### src/rtl/aes_sub_bytes_masked_seq_if.sv
// Request/response bundle of the sequential masked SubBytes engine.
interface aes_sub_bytes_masked_seq_if;
  localparam int unsigned StateW = 128;
  localparam int unsigned SeedW  = 32;

  logic              in_valid_i;
  logic              in_ready_o;
  logic [1:0]        op_i;
  logic [StateW-1:0] data_i;
  logic [StateW-1:0] mask_i;
  logic              seed_valid_i;
  logic [SeedW-1:0]  seed_i;
  logic              out_valid_o;
  logic              out_ready_i;
  logic [StateW-1:0] data_o;
  logic [StateW-1:0] mask_o;
  logic              busy_o;

  modport slave (
    input  in_valid_i, op_i, data_i, mask_i, seed_valid_i, seed_i, out_ready_i,
    output in_ready_o, out_valid_o, data_o, mask_o, busy_o
  );

  modport master (
    output in_valid_i, op_i, data_i, mask_i, seed_valid_i, seed_i, out_ready_i,
    input  in_ready_o, out_valid_o, data_o, mask_o, busy_o
  );
endinterface

### src/rtl/aes_sub_bytes_masked_seq.sv
// Byte-serial masked SubBytes/InvSubBytes engine with a per-byte LFSR output mask.

// Behavioural equivalent of the masked S-box: result is masked with prd_i, mask_o = prd_i.
module aes_sbox_canright_masked (
  input  logic [1:0] op_i,
  input  logic [7:0] data_i,
  input  logic [7:0] mask_i,
  input  logic [7:0] prd_i,
  output logic [7:0] data_o,
  output logic [7:0] mask_o
);
  function automatic logic [7:0] gf_mul(input logic [7:0] a, input logic [7:0] b);
    logic [7:0] r;
    logic [7:0] x;
    r = '0;
    x = a;
    for (int i = 0; i < 8; i++) begin
      if (b[i]) r = r ^ x;
      x = {x[6:0], 1'b0} ^ (x[7] ? 8'h1B : 8'h00);
    end
    return r;
  endfunction

  // a^254 is the multiplicative inverse in GF(2^8), with 0 mapping to 0
  function automatic logic [7:0] gf_inv(input logic [7:0] a);
    logic [7:0] r;
    logic [7:0] s;
    r = 8'h01;
    s = a;
    for (int i = 1; i < 8; i++) begin
      s = gf_mul(s, s);
      r = gf_mul(r, s);
    end
    return r;
  endfunction

  function automatic logic [7:0] fwd_affine(input logic [7:0] b);
    return b ^ {b[6:0], b[7]} ^ {b[5:0], b[7:6]} ^ {b[4:0], b[7:5]} ^ {b[3:0], b[7:4]} ^ 8'h63;
  endfunction

  function automatic logic [7:0] inv_affine(input logic [7:0] b);
    return {b[6:0], b[7]} ^ {b[4:0], b[7:5]} ^ {b[1:0], b[7:2]} ^ 8'h05;
  endfunction

  logic [7:0] unmasked;
  logic [7:0] sbox_out;

  always_comb begin
    unmasked = data_i ^ mask_i;
    if (op_i == 2'b10) sbox_out = gf_inv(inv_affine(unmasked));
    else               sbox_out = fwd_affine(gf_inv(unmasked));
  end

  assign data_o = sbox_out ^ prd_i;
  assign mask_o = prd_i;
endmodule

module aes_sub_bytes_masked_seq #(
  parameter logic [31:0] LfsrSeed = 32'hC0FF_EE01,
  parameter logic [31:0] LfsrPoly = 32'h8020_0003
) (
  input  logic                        clk_i,
  input  logic                        rst_i,
  aes_sub_bytes_masked_seq_if.slave   bus
);
  localparam int unsigned StateW   = 128;
  localparam int unsigned NumBytes = 16;
  localparam int unsigned CntW     = 4;
  localparam int unsigned LfsrW    = 32;

  typedef enum logic [1:0] {IDLE, RUN, DONE} state_e;

  state_e            state_q, state_d;
  logic              accept;
  logic [CntW-1:0]   cnt_q;
  logic [LfsrW-1:0]  lfsr_q;
  logic [LfsrW-1:0]  lfsr_next;
  logic [1:0]        op_q;
  logic [StateW-1:0] data_q, mask_q;
  logic [StateW-1:0] res_data_q, res_mask_q;
  logic [6:0]        byte_idx;
  logic [7:0]        sb_data_in, sb_mask_in, sb_prd;
  logic [7:0]        sb_data_out, sb_mask_out;

  always_ff @(posedge clk_i or posedge rst_i) begin
    if (rst_i) state_q <= IDLE;
    else       state_q <= state_d;
  end

  always_comb begin
    state_d = state_q;
    accept  = 1'b0;
    case (state_q)
      IDLE: if (bus.in_valid_i) begin
        accept  = 1'b1;
        state_d = RUN;
      end
      RUN:  if (cnt_q == CntW'(NumBytes - 1)) state_d = DONE;
      DONE: if (bus.out_ready_i) state_d = IDLE;
      default: state_d = IDLE;
    endcase
  end

  assign lfsr_next  = {1'b0, lfsr_q[LfsrW-1:1]} ^ (lfsr_q[0] ? LfsrPoly : '0);
  assign byte_idx   = {cnt_q, 3'b000};
  assign sb_data_in = data_q[byte_idx +: 8];
  assign sb_mask_in = mask_q[byte_idx +: 8];
  assign sb_prd     = lfsr_q[7:0];

  aes_sbox_canright_masked u_sbox (
    .op_i   (op_q),
    .data_i (sb_data_in),
    .mask_i (sb_mask_in),
    .prd_i  (sb_prd),
    .data_o (sb_data_out),
    .mask_o (sb_mask_out)
  );

  // Seeding and accept share IDLE so a same-cycle seed feeds the first RUN byte.
  always_ff @(posedge clk_i or posedge rst_i) begin
    if (rst_i) begin
      cnt_q      <= '0;
      lfsr_q     <= LfsrSeed;
      op_q       <= '0;
      data_q     <= '0;
      mask_q     <= '0;
      res_data_q <= '0;
      res_mask_q <= '0;
    end else begin
      case (state_q)
        IDLE: begin
          if (bus.seed_valid_i) lfsr_q <= (bus.seed_i == '0) ? LfsrSeed : bus.seed_i;
          if (accept) begin
            data_q <= bus.data_i;
            mask_q <= bus.mask_i;
            op_q   <= bus.op_i;
            cnt_q  <= '0;
          end
        end
        RUN: begin
          res_data_q[byte_idx +: 8] <= sb_data_out;
          res_mask_q[byte_idx +: 8] <= sb_mask_out;
          lfsr_q <= lfsr_next;
          cnt_q  <= cnt_q + CntW'(1);
        end
        DONE: if (bus.out_ready_i) begin
          data_q     <= '0;
          mask_q     <= '0;
          res_data_q <= '0;
          res_mask_q <= '0;
        end
        default: ;
      endcase
    end
  end

  // Result only leaves the block in DONE; partial state is never visible.
  assign bus.in_ready_o  = (state_q == IDLE);
  assign bus.busy_o      = (state_q == RUN) || (state_q == DONE);
  assign bus.out_valid_o = (state_q == DONE);
  assign bus.data_o      = (state_q == DONE) ? res_data_q : '0;
  assign bus.mask_o      = (state_q == DONE) ? res_mask_q : '0;
endmodule

### src/flat_wrapper.sv
// flat-port wrapper written by rule: the top's interface ports become plain ports
module aes_sub_bytes_masked_seq_flat 
#(
  parameter logic [31:0] LfsrSeed = 32'hC0FF_EE01,
  parameter logic [31:0] LfsrPoly = 32'h8020_0003
)
  (clk_i, rst_i, bus_in_valid_i, bus_op_i, bus_data_i, bus_mask_i, bus_seed_valid_i, bus_seed_i, bus_out_ready_i, bus_in_ready_o, bus_out_valid_o, bus_data_o, bus_mask_o, bus_busy_o);
  aes_sub_bytes_masked_seq_if bus_i ();
  input  logic clk_i;
  input  logic rst_i;
  input wire logic [$bits(bus_i.in_valid_i)-1:0] bus_in_valid_i;
  input wire logic [$bits(bus_i.op_i)-1:0] bus_op_i;
  input wire logic [$bits(bus_i.data_i)-1:0] bus_data_i;
  input wire logic [$bits(bus_i.mask_i)-1:0] bus_mask_i;
  input wire logic [$bits(bus_i.seed_valid_i)-1:0] bus_seed_valid_i;
  input wire logic [$bits(bus_i.seed_i)-1:0] bus_seed_i;
  input wire logic [$bits(bus_i.out_ready_i)-1:0] bus_out_ready_i;
  output wire logic [$bits(bus_i.in_ready_o)-1:0] bus_in_ready_o;
  output wire logic [$bits(bus_i.out_valid_o)-1:0] bus_out_valid_o;
  output wire logic [$bits(bus_i.data_o)-1:0] bus_data_o;
  output wire logic [$bits(bus_i.mask_o)-1:0] bus_mask_o;
  output wire logic [$bits(bus_i.busy_o)-1:0] bus_busy_o;
  assign bus_i.in_valid_i = bus_in_valid_i;
  assign bus_i.op_i = bus_op_i;
  assign bus_i.data_i = bus_data_i;
  assign bus_i.mask_i = bus_mask_i;
  assign bus_i.seed_valid_i = bus_seed_valid_i;
  assign bus_i.seed_i = bus_seed_i;
  assign bus_i.out_ready_i = bus_out_ready_i;
  assign bus_in_ready_o = bus_i.in_ready_o;
  assign bus_out_valid_o = bus_i.out_valid_o;
  assign bus_data_o = bus_i.data_o;
  assign bus_mask_o = bus_i.mask_o;
  assign bus_busy_o = bus_i.busy_o;
  aes_sub_bytes_masked_seq #(.LfsrSeed(LfsrSeed), .LfsrPoly(LfsrPoly)) u_core (.clk_i(clk_i), .rst_i(rst_i), .bus(bus_i));
endmodule
### config.mk
export PLATFORM = sky130hd
export DESIGN_NAME = aes_sub_bytes_masked_seq_flat
export DESIGN_NICKNAME = d
export VERILOG_FILES = /design/src/rtl/aes_sub_bytes_masked_seq_if.sv /design/src/rtl/aes_sub_bytes_masked_seq.sv /design/src/flat_wrapper.sv
export SDC_FILE = /design/constraint.sdc
export NUM_CORES = 2
export LEC_CHECK = 0
export BUFFER_PORTS_ARGS = -buffer_cell sky130_fd_sc_hd__buf_2
export CORE_MARGIN = 5
export CORE_UTILIZATION = 45
export DETAILED_ROUTE_END_ITERATION = 10
export HOLD_SLACK_MARGIN = 0.03
export PLACE_DENSITY = 0.64
export SYNTH_ARGS = -nofsm -noshare
export SYNTH_HDL_FRONTEND = slang
export SYNTH_SLANG_ARGS = --single-unit
### constraint.sdc
create_clock -name clk_i -period 21.1 [get_ports clk_i]
set_clock_uncertainty 0.1 [all_clocks]
set_input_delay 2.11 -clock clk_i [delete_from_list [all_inputs] [get_ports clk_i]]
set_output_delay 2.11 -clock clk_i [all_outputs]
set_load 0.02 [all_outputs]
=== Yosys cells after proc, flatten, opt, wreduce, memory -nomap -nowiden ===
Index checks and enable logic that the tools add are counted.

* Register bits: 552
* Bits in latches: 0
* Memory bits (writable): 0
* Memory bits (read-only): 0
* Input bits: 295
* Logic and storage cells: 1,078
* Memories kept: 0

* Add/subtract/negate cells: 2
* $mul: 0
* Divide/modulo/power cells: 0
* $lt $le $gt $ge: 0
* Equal/unequal tests: 9
* Shift operators: 5
* Muxes and demuxes: 653
* Bitwise logic cells: 389
* Reduce and logical (&&, ||, !) cells: 12

{| class="wikitable"
|+ Operators by type and width
! operator !! number
|-
| 8-bit two-way mux || 434
|-
| 8-bit bitwise XOR || 190
|-
| 8-bit by 5-bit bitwise XOR with 8-bit output || 182
|-
| 128-bit case mux with 2 select lines || 4
|-
| 5-bit two-way mux || 184
|-
| 128-bit two-way mux || 5
|-
| 128-bit bitwise mux || 2
|-
| 128-bit by 8-bit indexed part select with 8-bit output || 2
|-
| 8-bit by 9-bit indexed part select with 128-bit output || 2
|-
| 8-bit by 9-bit variable shift with 128-bit output (first input constant) || 1
|-
| 32-bit two-way mux || 3
|-
| 32-bit case mux with 2 select lines || 1
|-
| 32-bit logical NOT || 1
|-
| 31-bit by 32-bit bitwise XOR with 32-bit output || 1
|-
| 7-bit two-way mux || 2
|-
| 1-bit inverter || 14
|-
| 4-bit two-way mux || 3
|-
| 6-bit two-way mux || 2
|-
| 2-bit two-way mux || 5
|-
| 7-bit negator with 9-bit output || 1
|-
| 4-bit case mux with 2 select lines || 1
|-
| 2-bit AND reduction || 4
|-
| 3-bit two-way mux || 2
|-
| 2-bit != test (second input constant) || 3
|-
| 13 further kinds || 21
|}

=== Depth between registers and ports, before layout ===
* Depth in word-level cells: 196
* Gate-level depth with buffers: 74
* Gate-level depth less buffers: 62

=== By module ===
Synthesis repeated with hierarchy kept, for this count alone.

* Cells, all modules: 6,270
* Area, all modules: 54,018.1 sq um

{| class="wikitable"
|+ Modules (own cells, without submodules)
! module !! times used !! cells an instance !! area each (sq um)
|-
| aes_sbox_canright_masked || 1 || 3,824 || 28,454.8
|-
| aes_sub_bytes_masked_seq || 1 || 2,446 || 25,563.3
|}

=== Least setup slack after synthesis ===
Ideal clock, no wire load.

* Path type: register to register
* From: register u_core.cnt_q[2]
* To: register u_core.res_data_q[109]
* Data arrival time: 17.827 ns
* Path slack: 3.094 ns
* Stages on the path, launching flop included: 69
* Path buffers: 11
* Period minus slack after synthesis: 18.006 ns
* Path through: dfrtp_1 > buf_6 > buf_6 > mux4_1 > mux4_2 > xnor2_1 > inv_2 > clkbuf_1 > ha_1 > nand2_1 > xnor2_1 > inv_1 > clkbuf_1 > ha_1 > buf_2 > clkinv_1 > xnor2_1 > xnor2_1 > (+33 left out) > xnor2_1 > xor2_1 > nand2_1 > xnor3_1 > xnor2_1 > xnor2_1 > xnor2_4 > xor2_1 > xnor2_1 > mux2_2 > o21ai_0 > xnor3_1 > xnor3_2 > xnor2_2 > xnor3_1 > mux2_2 > buf_6 > o21ai_1

* Cells in the longest elaborated chain, start to end: 196
* Elaborated cells on any way between the ends: 1,011

{| class="wikitable"
|+ Ends and longest elaborated chain
! element !! RTL line !! text
|-
| start, declared || aes_sub_bytes_masked_seq.sv:75 || <nowiki>logic [CntW-1:0] cnt_q;</nowiki>
|-
| start signal, assigned || aes_sub_bytes_masked_seq.sv:144 || <nowiki>cnt_q <= cnt_q + CntW'(1);</nowiki>
|-
| 128-bit by 8-bit indexed part select with 8-bit output (on tied branches) || aes_sub_bytes_masked_seq.sv:106, aes_sub_bytes_masked_seq.sv:107 ||
|-
| 8-bit bitwise XOR || aes_sub_bytes_masked_seq.sv:49 || <nowiki>unmasked = data_i ^ mask_i;</nowiki>
|-
| 8-bit two-way mux / 5-bit two-way mux (equally long branches) || aes_sub_bytes_masked_seq.sv:18, aes_sub_bytes_masked_seq.sv:19 ||
|-
| 8-bit two-way mux / 8-bit by 5-bit bitwise XOR with 8-bit output (equally long branches) || aes_sub_bytes_masked_seq.sv:50, aes_sub_bytes_masked_seq.sv:19 ||
|-
| 8-bit bitwise XOR || aes_sub_bytes_masked_seq.sv:18 || <nowiki>if (b[i]) r = r ^ x;</nowiki>
|-
| 8-bit two-way mux || aes_sub_bytes_masked_seq.sv:18 ||
|-
| 8-bit two-way mux || aes_sub_bytes_masked_seq.sv:50 || <nowiki>if (op_i == 2'b10) sbox_out = gf_inv(inv_affine(unmasked));</nowiki>
|-
| 8-bit bitwise XOR || aes_sub_bytes_masked_seq.sv:18 ||
|-
| (+177 left out) || n/a ||
|-
| 8-bit two-way mux || aes_sub_bytes_masked_seq.sv:50 ||
|-
| 8-bit bitwise XOR (4 in series) || aes_sub_bytes_masked_seq.sv:38 || <nowiki>return b ^ {b[6:0], b[7]} ^ {b[5:0], b[7:6]} ^ {b[4:0], b[7:5]} ^ {b[3:0], b[7:4]} ^ 8'h63;</nowiki>
|-
| 4-bit inverter (no source line) || n/a ||
|-
| 8-bit two-way mux || aes_sub_bytes_masked_seq.sv:50 ||
|-
| 8-bit bitwise XOR || aes_sub_bytes_masked_seq.sv:54 || <nowiki>assign data_o = sbox_out ^ prd_i;</nowiki>
|-
| 8-bit by 9-bit indexed part select with 128-bit output || aes_sub_bytes_masked_seq.sv:141 || <nowiki>res_data_q[byte_idx +: 8] <= sb_data_out;</nowiki>
|-
| 128-bit bitwise mux (*) || aes_sub_bytes_masked_seq.sv:141 ||
|-
| 128-bit case mux with 2 select lines (*) || aes_sub_bytes_masked_seq.sv:130 || <nowiki>case (state_q)</nowiki>
|-
| end signal, assigned by index || aes_sub_bytes_masked_seq.sv:141 ||
|-
| end, declared || aes_sub_bytes_masked_seq.sv:80 || <nowiki>logic [StateW-1:0] res_data_q, res_mask_q;</nowiki>
|}

Mark *: on every way between the ends. The rest lies on a longest branch, timed or not. The select of a mux whose other input is x is not followed.
A chain may end at the register's enable or synchronous reset.

=== Worst setup path in the final report ===
* From: register u_core.cnt_q[1]
* To: register u_core.res_data_q[96]

Same word-level chain as after synthesis.

==> flow_metrics.py <==
metrics = {
    "synth": {
        "synthTopCellsByArea": "dfrtp_1 (25%), xnor2_1 (15%), nand2_1 (7.7%), xnor3_1 (5.6%), nor2_1 (4.0%)",
        "synthArstFlopShare_pct": 100,
        "ys_ff_latch": 552,
        "synth_nets": 6636,
        "synth_top_area_cell": "dfrtp_1",
        "synth_top_area_share_pct": 25.2,
        "yosys_warnings": 0,
        "seq_area_frac_synth_pct": 26.0,
        "syn-instance-count": 6321,
        "syn_area_um2": 53200,
        "yosysUniqueCellTypes": 97,
        "syn_avg_cell_area_um2": 8.41,
        "synth-edff-count": 0,
        "synth_ff_type": "dfrtp_1",
    },
    "global_routing": {
        "grt-ovfl-total": 0,
        "grt_pass1_wl_mm": 282,
        "antenna_found_initial": 27,
        "grt-busiest-layer": "met2",
        "gr-usage-met2_pct": 45.7,
        "grt_pass1_vias": 46100,
        "grt_max_degree": 117,
        "grt_use_met1_pct": 38.4,
        "grt_usage_pct": 28.3,
        "grt_use_met3_pct": 5.25,
    },
    "sta": {
        "finalMaxSlewViolations": 0,
        "worst_pin_slew_ns": 1.22,
        "period_share_pct": 93.5,
        "fin_ws_ns": 1.37,
        "rsz0062_at_grt": "no",
        "finalHoldViolCount": 0,
        "tns_ns": 0,
        "max_slew_margin_pct": 18.3,
        "finalCriticalPeriod_ns": 19.73,
        "holdWs_ns": 0.362,
        "fmax_mhz": 50.7,
        "finalSetupViolations": 0,
    },
    "final_layout": {
        "fillCellCount": 11100,
        "utilization_pct": 51.6,
        "drive_gt1_share_pct": 17.8,
        "area_growth_pct": 14.3,
        "final_common_cell": "nand2_1",
        "layout.nets": 7093,
        "regArea_um2": 13800,
        "multi_input_area_um2": 37500,
        "layout_common_cells": "nand2_1 (1091), xnor2_1 (871), nor2_1 (570)",
    },
    "clock_network": {
        "clock-sinks": 552,
        "clockBufferDepth": 3,
        "cts_setup_buffers": 0,
        "clock_latency_ns": 0.69,
        "clk_pin_slew_worst_paths_ns": 0.06,
        "cts_tree": "done",
        "cts_inserted_buffers": 61,
        "htreeDepth": 2,
        "clockRootBuffer": "clkbuf_16",
    },
    "routing": {
        "ant_nets": 0,
        "via_per_inst": 5.77,
        "drc_errors": 0,
        "first_pass_iters": 8,
        "drt_iter0_markers": 4578,
        "wl_per_cell_um": 22.0,
        "wirelength_mm": 185,
        "dr_total_vias": 48400,
    },
    "floorplanning": {
        "initial_utilization_pct": 45.1,
        "die_x_um": 354,
        "fp.dieArea_um2": 125000,
        "ios": 554,
        "coreArea_um2": 118000,
        "row_count": 126,
        "die_h_um": 354,
    },
    "place": {
        "hpwl_mm": 137,
        "dp_slack_ns": 1.57,
        "portBuffers": 553,
        "gp_congestion": 0.959,
    },
    "critical_path": {
        "worstSetupPathType": "reg2reg",
        "critPathCaptureType": "flip-flop",
        "arrival_ns": 20.23,
        "path_max_fanout": 16,
        "critPathSlowestCell": "dfrtp_1",
        "cpMostUsedCell": "xnor2_1",
        "critPathMaxStageDelay_ns": 0.94,
        "crit_required_ns": 21.60,
        "crit_path_start_kind": "flip-flop",
    },
    "run": {
        "max-cap-violations": 0,
    },
    "worst_hold_path": {
        "hp-class": "reg2reg",
    },
    "status": {
        "outcome": "finished, final reports clean",
    },
}
-- Yosys cell counts, types with 15 or more instances --
cell,number
and2_1,279
and3_1,27
dfrtp_1,535
a21oi_1,226
xnor3_1,132
buf_2,62
buf_4,21
nor4_1,15
nand3_1,94
a22oi_1,53
a22o_1,129
nand2_1,1091
xnor2_1,896
mux2_2,25
o22ai_1,61
o21ai_1,71
nor3_1,89
o221ai_1,22
nand4_1,16
nand3b_1,260
a32o_1,18
clkbuf_1,330
mux2i_1,138
dfstp_2,17
o21ai_0,294
a211oi_1,21
buf_1,27
xnor2_2,49
xor2_1,225
nand2b_1,37
ha_1,20
a31oi_1,30
mux4_2,65
nor2_1,571
o211ai_1,20
a21o_1,19
nor2b_1,36
inv_1,46
-- per-layer routing --
layer  up-vias  part of all wire [%]  routed length (µm)
li1      22400                     -                   -
met1     23500                    42               76700
met2      2070                    46               85300
met3       323                   8.7               16100
met4         4                   3.5                6480
met5         -                 0.015                  27
-- through the flow --
stage	instances	cell area [µm²]
CTS	8366	60700
detailed placement	8251	58600
floorplan	6321	53200
global placement	8251	58600
global route	8378	60800
finish	8382	60800
-- critical path, delay by kind of cell, from the launching register on --
kind | cells | cell delay (ns)
xor gates and xnor gates | 19 | 6.46
and+or+nand+nor | 12 | 3.39
buffers and inverters | 9 | 2.70
adders and majority gates | 3 | 1.19
AOI/OAI and AO/OA | 14 | 2.76
DFF | 1 | 0.94
muxes | 6 | 2.06
-- layout make-up --
cell class,count,area share [%]
Timing Repair Buffer,841,8.28
Sequential cell,552,22.8
Tap cell,1536,3.16
Inverter,64,0.414
Antenna cell,16,0.0659
Clock inverter,28,0.626
Multi-Input combinational cell,5258,61.7
Clock buffer,87,2.94
-- final timing paths --
kind	slack, ns	cells past startpoint	start	to
setup / recovery	1.37	63	u_core.cnt_q[1]	u_core.res_data_q[96]
hold / removal	0.36	2	u_core.mask_q[111]	u_core.mask_q[111]
setup reg to reg	1.37	63	u_core.cnt_q[1]	u_core.res_data_q[96]
hold reg to reg	0.36	2	u_core.mask_q[111]	u_core.mask_q[111]
max in group asynchronous	16.45	5	rst_i	u_core.lfsr_q[5]
min in group asynchronous	1.44	2	rst_i	u_core.res_mask_q[16]
-- registers in the layout (all words and copies together) (netlist names) --
signal and count:
u_core.mask_q 128, u_core.data_q 128, u_core.res_mask_q 128, u_core.res_data_q 128, u_core.state_q 2, u_core.lfsr_q 32
u_core.op_q 2, u_core.cnt_q 4
-- logic make-up (layout without fill, tap and decap cells) --
logic type	Yosys count	count (layout)	synth area share [%]
buffers and inverters	511	1020	4.01
xor gates and xnor gates	1348	1348	27.5
muxes	236	236	6.21
and+or+nand+nor	2557	2557	22.5
AOI/OAI and AO/OA	1090	1090	13.2
adders and majority gates	27	27	0.602
DFF	552	552	26.0
other	0	16	0
-- timing repair --
item,in CTS,in global routing
endpoints found under the setup margin,0,2
resized for setup,0,1
hold buffers,0,0
Power is left out: the tool's default activity adds up to more than one toggle a clock period on the data nets, which glitch-free logic cannot reach.
